--- src/rtl/ysyx_idu_stage.sv ---
// RV32I decode stage: one-entry {pc, inst} register behind a valid/ready
// handshake, with all decode derived combinationally from the held word.
//
// Ports:
//   clk, rst                      clock, synchronous active-high reset
//   flush                         drop held entry and block this cycle's accept
//   prev_valid, ready_o           upstream handshake
//   pc_i, inst_i                  fetched pc and instruction word
//   valid_o, next_ready           downstream handshake
//   pc_o, inst_o                  registered pc and instruction word
//   rd, rs1, rs2                  raw register index fields
//   imm                           sign-extended immediate for the format
//   alu_op                        {funct7[5] or 0, funct3}
//   rd_wen, mem_ren, mem_wen      GPR write, load, store
//   is_branch, is_jump, is_system instruction class flags
//   illegal                       undecodable instruction
module ysyx_idu_stage #(
  parameter int ADDR_W = 32,
  parameter int DATA_W = 32
) (
  input  logic              clk,
  input  logic              rst,
  input  logic              flush,
  input  logic              prev_valid,
  output logic              ready_o,
  input  logic [ADDR_W-1:0] pc_i,
  input  logic [DATA_W-1:0] inst_i,
  output logic              valid_o,
  input  logic              next_ready,
  output logic [ADDR_W-1:0] pc_o,
  output logic [DATA_W-1:0] inst_o,
  output logic [4:0]        rd,
  output logic [4:0]        rs1,
  output logic [4:0]        rs2,
  output logic [DATA_W-1:0] imm,
  output logic [3:0]        alu_op,
  output logic              rd_wen,
  output logic              mem_ren,
  output logic              mem_wen,
  output logic              is_branch,
  output logic              is_jump,
  output logic              is_system,
  output logic              illegal
);

  localparam logic [6:0] OPC_LUI    = 7'b0110111;
  localparam logic [6:0] OPC_AUIPC  = 7'b0010111;
  localparam logic [6:0] OPC_JAL    = 7'b1101111;
  localparam logic [6:0] OPC_JALR   = 7'b1100111;
  localparam logic [6:0] OPC_BRANCH = 7'b1100011;
  localparam logic [6:0] OPC_LOAD   = 7'b0000011;
  localparam logic [6:0] OPC_STORE  = 7'b0100011;
  localparam logic [6:0] OPC_OPIMM  = 7'b0010011;
  localparam logic [6:0] OPC_OP     = 7'b0110011;
  localparam logic [6:0] OPC_SYSTEM = 7'b1110011;

  typedef struct packed {
    logic [ADDR_W-1:0] pc;
    logic [DATA_W-1:0] inst;
  } entry_t;

  logic   valid_q;
  logic   valid_d;
  entry_t entry_q;
  entry_t entry_d;
  logic   accept;
  logic   handoff;

  // Handshake
  assign ready_o = !valid_q | next_ready;
  assign accept  = prev_valid & ready_o & !flush;
  assign handoff = valid_q & next_ready;

  always_comb begin
    valid_d = valid_q;
    entry_d = entry_q;
    if (flush) begin
      valid_d = 1'b0;
    end else if (accept) begin
      valid_d      = 1'b1;
      entry_d.pc   = pc_i;
      entry_d.inst = inst_i;
    end else if (handoff) begin
      valid_d = 1'b0;
    end
  end

  always_ff @(posedge clk) begin
    if (rst) begin
      valid_q <= 1'b0;
      entry_q <= '0;
    end else begin
      valid_q <= valid_d;
      entry_q <= entry_d;
    end
  end

  // Decode of the held word
  logic [DATA_W-1:0] iw;
  logic [6:0]        opc;
  logic [2:0]        f3;
  logic [6:0]        f7;

  assign iw  = entry_q.inst;
  assign opc = iw[6:0];
  assign f3  = iw[14:12];
  assign f7  = iw[31:25];

  logic op_lui;
  logic op_auipc;
  logic op_jal;
  logic op_jalr;
  logic op_branch;
  logic op_load;
  logic op_store;
  logic op_opimm;
  logic op_op;
  logic op_system;

  assign op_lui    = opc == OPC_LUI;
  assign op_auipc  = opc == OPC_AUIPC;
  assign op_jal    = opc == OPC_JAL;
  assign op_jalr   = opc == OPC_JALR;
  assign op_branch = opc == OPC_BRANCH;
  assign op_load   = opc == OPC_LOAD;
  assign op_store  = opc == OPC_STORE;
  assign op_opimm  = opc == OPC_OPIMM;
  assign op_op     = opc == OPC_OP;
  assign op_system = opc == OPC_SYSTEM;

  logic known;
  logic f7_ok;
  logic ill;
  logic writes_rd;

  assign known = op_lui | op_auipc | op_jal
               | op_jalr | op_branch | op_load
               | op_store | op_opimm | op_op
               | op_system;

  assign f7_ok = (f7 == 7'b0000000)
               | (f7 == 7'b0100000);

  assign ill = (iw[1:0] != 2'b11)
             | !known
             | (op_op & !f7_ok);

  assign writes_rd = op_op | op_opimm | op_load
                   | op_lui | op_auipc
                   | op_jal | op_jalr;

  assign pc_o    = entry_q.pc;
  assign inst_o  = entry_q.inst;
  assign valid_o = valid_q;
  assign rd      = iw[11:7];
  assign rs1     = iw[19:15];
  assign rs2     = iw[24:20];

  // Immediate, one format per opcode class
  always_comb begin
    imm = '0;
    unique case (1'b1)
      op_opimm, op_load, op_jalr:
        imm = {{(DATA_W-12){iw[31]}},
               iw[31:20]};
      op_store:
        imm = {{(DATA_W-12){iw[31]}},
               iw[31:25], iw[11:7]};
      op_branch:
        imm = {{(DATA_W-12){iw[31]}},
               iw[7], iw[30:25],
               iw[11:8], 1'b0};
      op_lui, op_auipc:
        imm = {{(DATA_W-31){iw[31]}},
               iw[30:12], 12'b0};
      op_jal:
        imm = {{(DATA_W-20){iw[31]}},
               iw[19:12], iw[20],
               iw[30:21], 1'b0};
      default:
        imm = '0;
    endcase
  end

  // Only shifts-right in OP-IMM carry the arithmetic bit
  always_comb begin
    alu_op = 4'b0000;
    if (op_op) begin
      alu_op = {iw[30], f3};
    end else if (op_opimm) begin
      alu_op = {(f3 == 3'b101) & iw[30], f3};
    end
  end

  logic live;
  assign live = valid_q & !ill;

  assign rd_wen    = live & writes_rd
                   & (iw[11:7] != 5'd0);
  assign mem_ren   = live & op_load;
  assign mem_wen   = live & op_store;
  assign is_branch = live & op_branch;
  assign is_jump   = live & (op_jal | op_jalr);
  assign is_system = valid_q & op_system;
  assign illegal   = valid_q & ill;

endmodule

--- config.mk ---
export PLATFORM = sky130hd
export DESIGN_NAME = ysyx_idu_stage
export DESIGN_NICKNAME = d
export VERILOG_FILES = /design/src/rtl/ysyx_idu_stage.sv
export SDC_FILE = /design/constraint.sdc
export NUM_CORES = 1
export LEC_CHECK = 0
export CAP_MARGIN = 20
export CORE_ASPECT_RATIO = 1.5
export CORE_MARGIN = 3
export CORE_UTILIZATION = 33
export CTS_CLUSTER_DIAMETER = 40
export DETAILED_ROUTE_END_ITERATION = 10
export GPL_ROUTABILITY_DRIVEN = 0
export GPL_TIMING_DRIVEN = 0
export PLACE_DENSITY = 0.77
export SETUP_SLACK_MARGIN = 0.5
export SKIP_CTS_REPAIR_TIMING = 1
export SLEW_MARGIN = 30
export SYNTH_ARGS = -nofsm -noshare
export SYNTH_HDL_FRONTEND = slang
export SYNTH_SLANG_ARGS = --single-unit
--- constraint.sdc ---
create_clock -name clk -period 1.92 [get_ports clk]
set_input_delay 0.384 -clock clk [delete_from_list [all_inputs] [get_ports clk]]
set_output_delay 0.384 -clock clk [all_outputs]
set_load 0.02 [all_outputs]
After elaboration in Yosys (flattened, before gate mapping)
Index checks and enable logic that the tools add are counted.

cells by class
  reduce and logical (&&, ||, !) cells = 12
  equality and inequality tests = 13
  shift operators = 0
  magnitude comparators = 0
  add/subtract/negate cells = 0
  bitwise operators = 35
  mux-type cells = 5
  div/mod/pow operators = 0
  multipliers = 0

operators with widths
  operator                                                          count
  32-bit case mux with 5 select lines                               1
  7-bit by 6-bit == test with 1-bit output (second input constant)  4
  7-bit == test (second input constant)                             4
  1-bit bitwise OR                                                  20
  1-bit bitwise AND                                                 14
  7-bit by 5-bit == test with 1-bit output (second input constant)  2
  4-bit two-way mux                                                 2
  7-bit by 2-bit == test with 1-bit output (second input constant)  1
  7-bit logical NOT                                                 1
  1-bit logical NOT                                                 5
  5-bit nonzero test                                                1
  2-bit OR reduction                                                2
  3-bit == test (second input constant)                             1
  3-bit OR reduction                                                1
  1-bit two-way mux                                                 2
  2-bit != test (second input constant)                             1
  2-bit AND reduction                                               1
  2-bit nonzero test                                                1
  1-bit NOT                                                         1

word-level totals
  latch bits = 0
  bits of input ports = 69
  bits in read-only memories = 0
  register bits after elaboration = 65
  bits in writable memories = 0
  memories kept = 0
  output and inout port bits = 124

Depth between registers and ports, before layout
Gate-level depths: netlist of the first run.

  depth in word-level cells = 17
  gate-level depth with buffers = 7
  mapped depth without buffers = 5

Least setup slack after synthesis of the first run
No wires, ideal clock.

  path kind = flip-flop to output port
  from = register entry_q (netlist bit inst_o[31])
  to = output mem_ren
  buffers on the path = 0
  arrival = 1.980 ns
  stages on the path, launching flop included = 5
  slack = -0.444 ns
  required time = 1.536 ns
  path through = dfxtp_1 > or4_4 > o2111ai_2 > nand4_2 > nor4_1

between the ends
  cells in the longest elaborated chain, start to end = 8
  elaborated cells on any way between the ends = 9

ends and longest elaborated chain
  what                                                                                  RTL line  text
  from (decl)                                                                           64        entry_t entry_q;
  from (signal assigned)                                                                94        entry_q <= entry_d;
  7-bit by 6-bit == test with 1-bit output / 7-bit logical NOT (equally long branches)  142, 141
  1-bit bitwise OR *                                                                    142       | (f7 == 7'b0100000);
  1-bit logical NOT *                                                                   146       | (op_op & !f7_ok);
  1-bit bitwise AND *                                                                   146
  1-bit bitwise OR *                                                                    146
  1-bit logical NOT *                                                                   196       assign live = valid_q & !ill;
  1-bit bitwise AND *                                                                   196
  1-bit bitwise AND *                                                                   200       assign mem_ren = live & op_load;
  to (decl)                                                                             38        output logic mem_ren,

Mark *: on every way between the ends. The rest lies on a longest branch, timed or not.

Worst setup path after layout of the first run
  from = register entry_q (netlist bit inst_o[31])
  to = output is_branch

between the ends
  cells in the longest elaborated chain, start to end = 8
  elaborated cells on any way between the ends = 9

ends and longest elaborated chain
  what                                                                                  RTL line  text
  7-bit by 6-bit == test with 1-bit output / 7-bit logical NOT (equally long branches)  142, 141
  1-bit bitwise OR *                                                                    142
  1-bit logical NOT *                                                                   146
  1-bit bitwise AND *                                                                   146
  1-bit bitwise OR *                                                                    146
  1-bit logical NOT *                                                                   196
  1-bit bitwise AND *                                                                   196
  1-bit bitwise AND *                                                                   202       assign is_branch = live & op_branch;
  to (decl)                                                                             40        output logic is_branch,

Marked as above.

==> results.cfg, run 1 <==
[run]
maxCapViolCount = 0

[floorplan]
io_pins = 193
start_util_pct = 34.6
core-area_mm2 = 0.00862
die_w_um = 83.6
die_area_mm2 = 0.0102
fp.dieH_um = 122
row_count = 41

[power_and_ir_drop]
sw_frac_of_total_pct = 25.8
p_sw_mw = 1.04
worst_ir_drop_vdd_uv = 619
clock_power_share_pct = 43.4
p_per_area_mw_per_mm2 = 590
total_power_mw = 4.02
p_leak_nw = 3.81
p_int_mw = 2.98
pwr-share-seq_pct = 36.8
p_comb_share_pct = 19.7

[logic_synthesis]
synthesis.area_mm2 = 0.00298
synthMuxAreaShare_pct = 0
synth_compound_area_share_pct = 17.9
synthSimpleGateAreaFrac_pct = 29.4
synthArstFlopShare_pct = 0
synth_xor_area_share_pct = 0.294
synth_area_leader_cell = dfxtp_1
synth.area.top_cells = dfxtp_1, nand2_1, a21oi_1
synth_top_family_by_area = simple AND/OR/NAND/NOR gates
synthFlopType = dfxtp_1
ys_seq_area_share_pct = 43.6
synth-edff-count = 0
synth_top_area_share_pct = 43.6
postSynthCellCount = 402
synth_cell_types = 45
avgSynthCellArea_um2 = 7.42
yosys_warnings = 0
yosys.area_share.adder_pct = 0
ys_ff_latch = 65
syn_nets = 471

[grt]
grt.total_usage_pct = 21.7
grt_max_degree = 11
grt_pass1_vias = 3521
grt_antenna_before_repair = 0
grt_pass1_wl_mm = 17.7
gr-total-overflow = 0

[sta]
tns_ps = -18420
period_share_pct = 137
setup_ws_ps = -710
worst_pin_slew_ps = 714
setup_violations = 42
fin_crit_ps = 2630
slew_headroom_pct = 52.4
rsz0062_at_grt = yes
fmax_mhz = 380
skew_ps = 6.04
holdWs_ps = 332
hold_viol = 0
drv_slew = 0

[setup_path]
crit_path_max_fanout = 5
cp_slowest_cell = or4_4
cpPeakStageDelay_ps = 550
cp-start-kind = register
worstPathCellList = or4_4 -> o2111ai_4 -> nand4_4 -> buf_4 -> nor3b_2 -> buf_4
critPathTopFamily = simple AND/OR/NAND/NOR gates
arrival_ps = 2250
worstSetupPathType = register to output pin
cp.buffers_inverters = 2
worstSetupEndpointType = output pin
cp.required_ps = 1540
crit_top_cell = buf_4

[placement]
dpl_cell_area_mm2 = 0.00538
dpl_worst_slack_ps = -831
placedCellCount = 700
dp_hpwl_mm = 8.83
numPortBuffers = 191

[layout]
area_growth_pct = 128
final_cells = 771
layout_commonest_cell = nand2_1
fin_util_pct = 79.1
fin_area_mm2 = 0.00682
drive_above_1_share_pct = 45.5
antennaDiodeCount = 0
mostFrequentLayoutCells = nand2_1, buf_6, clkdlybuf4s50_1
nets = 728

[clock_network]
numCtsBuffers = 9
cts_sinks = 65
cts_root_buffer = clkbuf_16
clock_path_buffers = 2
cts_tree = done
path_clk_slew_ps = 60
cts_htree_levels = 3
insertion_delay_ps = 340

[outcome]
status = complete, but fails checks
failed_checks = setup timing

[routing]
ant_nets = 0
drt-initial-drc-count = 202
wirelength_mm = 14.3
vias = 3964
routed_via_density = 5.14
firstDrtPassIters = 4
drc_errors = 0
wire_per_inst_um = 18.5

[hold_path]
hp-class = input port to register
-- cell usage after synthesis (2+ instances only) --
master	number
nand3_1	3
clkbuf_1	16
buf_1	3
a21o_1	9
nor3_1	3
and3_1	3
nor2_1	10
or2_2	2
a21oi_1	65
nand2b_1	2
nand2_1	152
dfxtp_1	65
a22o_1	5
buf_2	5
buf_4	15
o21ai_0	2
clkbuf_8	2
nor2b_1	7
nor4_1	2
nor3b_1	2
o22ai_1	2
inv_1	4
-- power groups by stage --
stage	registers, mW	clock network, mW	logic, mW
floorplan	1.57	0	0.229
global placement	1.50	0	0.640
detailed placement	1.50	0	0.651
CTS	1.48	1.74	0.654
global route	1.49	1.83	0.841
finish	1.48	1.75	0.795
-- layer usage --
| metal | up-vias | track usage (%) | part of all wire (%) |
|---|---|---|---|
| li1 | 1836 | - | - |
| met1 | 1889 | 22.5 | 35 |
| met2 | 196 | 40.0 | 55 |
| met3 | 43 | 6.85 | 7.0 |
| met4 | 0 | 9.36 | 3.5 |
| met5 | - | 0 | 0 |
-- final cells by class --
class	count	area, um2
Sequential cell	65	1360
Inverter	4	18.8
Clock buffer	15	289
Tap cell	107	134
Clock inverter	1	30.0
Multi-Input combinational cell	291	2030
Buffer	42	393
Fill cell	542	1800
Timing Repair Buffer	246	2560
-- sequential cells by signal, indices dropped and copies added, names as in the netlist --
signal	cells
pc_o	32
valid_o	1
inst_o	32
-- cell families (layout without fill, tap and decap cells) --
logic type,Yosys count,after routing
and+or+nand+nor,198,198
xor gates and xnor gates,1,1
AOI/OAI and AO/OA,92,92
buffers and inverters,46,308
DFF,65,65
-- final timing paths --
check / start / to / slack (ps) / depth (start not counted)
worst min-delay path: flush / valid_o$_SDFFE_PP0P_ / 330 / 2
worst min register to register: pc_o[27]$_SDFFE_PP0P_ / pc_o[27]$_SDFFE_PP0P_ / 450 / 2
worst max register to register: valid_o$_SDFFE_PP0P_ / inst_o[6]$_SDFFE_PP0P_ / 530 / 6
worst max-delay path: inst_o[31]$_SDFFE_PP0P_ / is_branch / -710 / 6
(Power assumes the default switching activity.)
==> inputs of run 2 (changes only) <==
Settings changed: CAP_MARGIN 20 to default, CORE_UTILIZATION 33 to 35, PLACE_DENSITY 0.77 to 0.78, SLEW_MARGIN 30 to 20.
Clock period 1.92 ns to 3.3 ns, I/O delays scaled along.
==> run 2 against run 1 <==
Net effect: the flow now finishes without violations; worst setup slack better by 1000 ps; core utilization down 11 points; routed wire length down 24%; count of clock-buffer cells in the layout down 2; clock skew decreased by 1.8 ps; largest power group unchanged; first-iteration DRC count decreased by 9.4%; final cell count down 6.5%; global-route usage is 0.37 points lower; hold slack better by 120 ps.
==> results.cfg, run 2 (synthesized netlist as in run 1, its figures left out) <==
[grt]
grt_max_degree = 11
grt_antenna_before_repair = 0
grt.total_usage_pct = 21.3
grt_pass1_vias = 3249
gr-total-overflow = 0
grt_pass1_wl_mm = 16.0

[sta]
slew_headroom_pct = 64.6
rsz0062_at_grt = yes
setup_violations = 0
worst_pin_slew_ps = 531
fin_crit_ps = 3000
hold_viol = 0
holdWs_ps = 450
period_share_pct = 91.0
drv_slew = 0
skew_ps = 4.28
fmax_mhz = 333

[routing]
wire_per_inst_um = 15.1
wirelength_mm = 10.9
drt-initial-drc-count = 183
firstDrtPassIters = 4
vias = 3504
routed_via_density = 4.86
drc_errors = 0
ant_nets = 0

[layout]
nets = 680
drive_above_1_share_pct = 12.2
area_growth_pct = 85.8
fin_area_mm2 = 0.00555
layout_commonest_cell = nand2_1
antennaDiodeCount = 0
fill_cells = 654
mostFrequentLayoutCells = nand2_1, clkdlybuf4s50_1, a21oi_1

[run]
maxCapViolCount = 0

[setup_path]
timing.rr.start = valid_o$_SDFFE_PP0P_
worstSetupEndpointType = output pin
cp-start-kind = register
arrival_ps = 2340
rr_worst_depth = 6
worstReg2RegEnd = pc_o[19]$_SDFFE_PP0P_
cp.required_ps = 2640
crit_path_max_fanout = 10
worstSetupPathType = register to output pin
r2r_slack_ps = 1360

[floorplan]
fp.dieH_um = 119
die_w_um = 81.4
core-area_mm2 = 0.00816
io_pins = 193
row_count = 40
die_area_mm2 = 0.00969
start_util_pct = 36.6

[clock_network]
cts_htree_levels = 3
insertion_delay_ps = 320
cts_root_buffer = clkbuf_16
clock_path_buffers = 2
numCtsBuffers = 9
cts_tree = done
cts_sinks = 65
path_clk_slew_ps = 50

[power_and_ir_drop]
total_power_mw = 2.15
p_per_area_mw_per_mm2 = 388
p_leak_nw = 2.81
worst_ir_drop_vdd_uv = 320

[hold_path]
hp-start = pc_o[29]$_SDFFE_PP0P_
hp-class = register to register
whs_path_depth = 2
min_to = pc_o[29]$_SDFFE_PP0P_

[placement]
dpl_cell_area_mm2 = 0.00503
dp_hpwl_mm = 8.32
numPortBuffers = 191

[outcome]
status = finished clean
-- run 2: cell count changes in the layout (fill, tap and decap cells not counted), moves of 27 or more --
cell / change
clkdlybuf4s50_1: +85
nand2_1: +34
buf_6: -63
buf_4: -30
a21oi_2: -27
a21oi_1: +27
-- run 2: routing by layer --
| layer | part of all wire [%] | global-route usage [%] |
|---|---|---|
| met1 | 35 | 21.7 |
| met2 | 53 | 38.2 |
| met3 | 8.8 | 7.64 |
| met5 | 0 | 0 |
| met4 | 2.5 | 8.46 |
-- run 2: final cells by class --
type | instances | area (um2) | share of cell area [%]
Tap cell | 105 | 131 | 2.37
Sequential cell | 65 | 1310 | 23.6
Multi-Input combinational cell | 291 | 1510 | 27.2
Buffer | 42 | 254 | 4.58
Timing Repair Buffer | 198 | 2030 | 36.7
Inverter | 4 | 15.0 | 0.271
Clock inverter | 3 | 40.0 | 0.722
Clock buffer | 13 | 250 | 4.51
-- run 2: worst max-delay path by stage --
stage                             from  cells past startpoint      end
2_1_floorplan  inst_o[31]$_SDFFE_PP0P_                      4  mem_ren
3_3_place_gp   inst_o[31]$_SDFFE_PP0P_                      5   rd_wen
3_5_place_dp   inst_o[31]$_SDFFE_PP0P_                      5   rd_wen
4_1_cts        inst_o[31]$_SDFFE_PP0P_                      5   rd_wen
5_1_grt         inst_o[6]$_SDFFE_PP0P_                      8  imm[15]
6_report        inst_o[4]$_SDFFE_PP0P_                      8  imm[15]
-- run 2: metrics by stage --
step / TNS, ps / cells / util, % / setup WS (ps)
6_report: 0 / 721 / 68.0 / 298
5_1_grt: 0 / 721 / 68.0 / 224
4_1_cts: -1070 / 714 / 65.2 / -118
3_5_place_dp: 0 / 698 / 61.6 / 242
3_3_place_gp: 0 / 698 / 61.6 / 291
2_1_floorplan: 0 / 402 / - / 660
-- run 2: critical path: stages, from the launching register on --
cell and delay, ps:
dfxtp_1 330, buf_6 150, or2b_4 300, a2111oi_1 370, o21a_2 270, buf_4 140, buf_4 110, a21o_1 90
dlymetal6s2s_1 270
-- run 2: report_power, final --
part | leakage, nW | total [mW] | internal (mW) | switching, mW
Sequential | 0.534 | 0.859 | 0.823 | 0.0360
Clock | 0.144 | 0.924 | 0.603 | 0.321
Combinational | 2.13 | 0.371 | 0.197 | 0.174
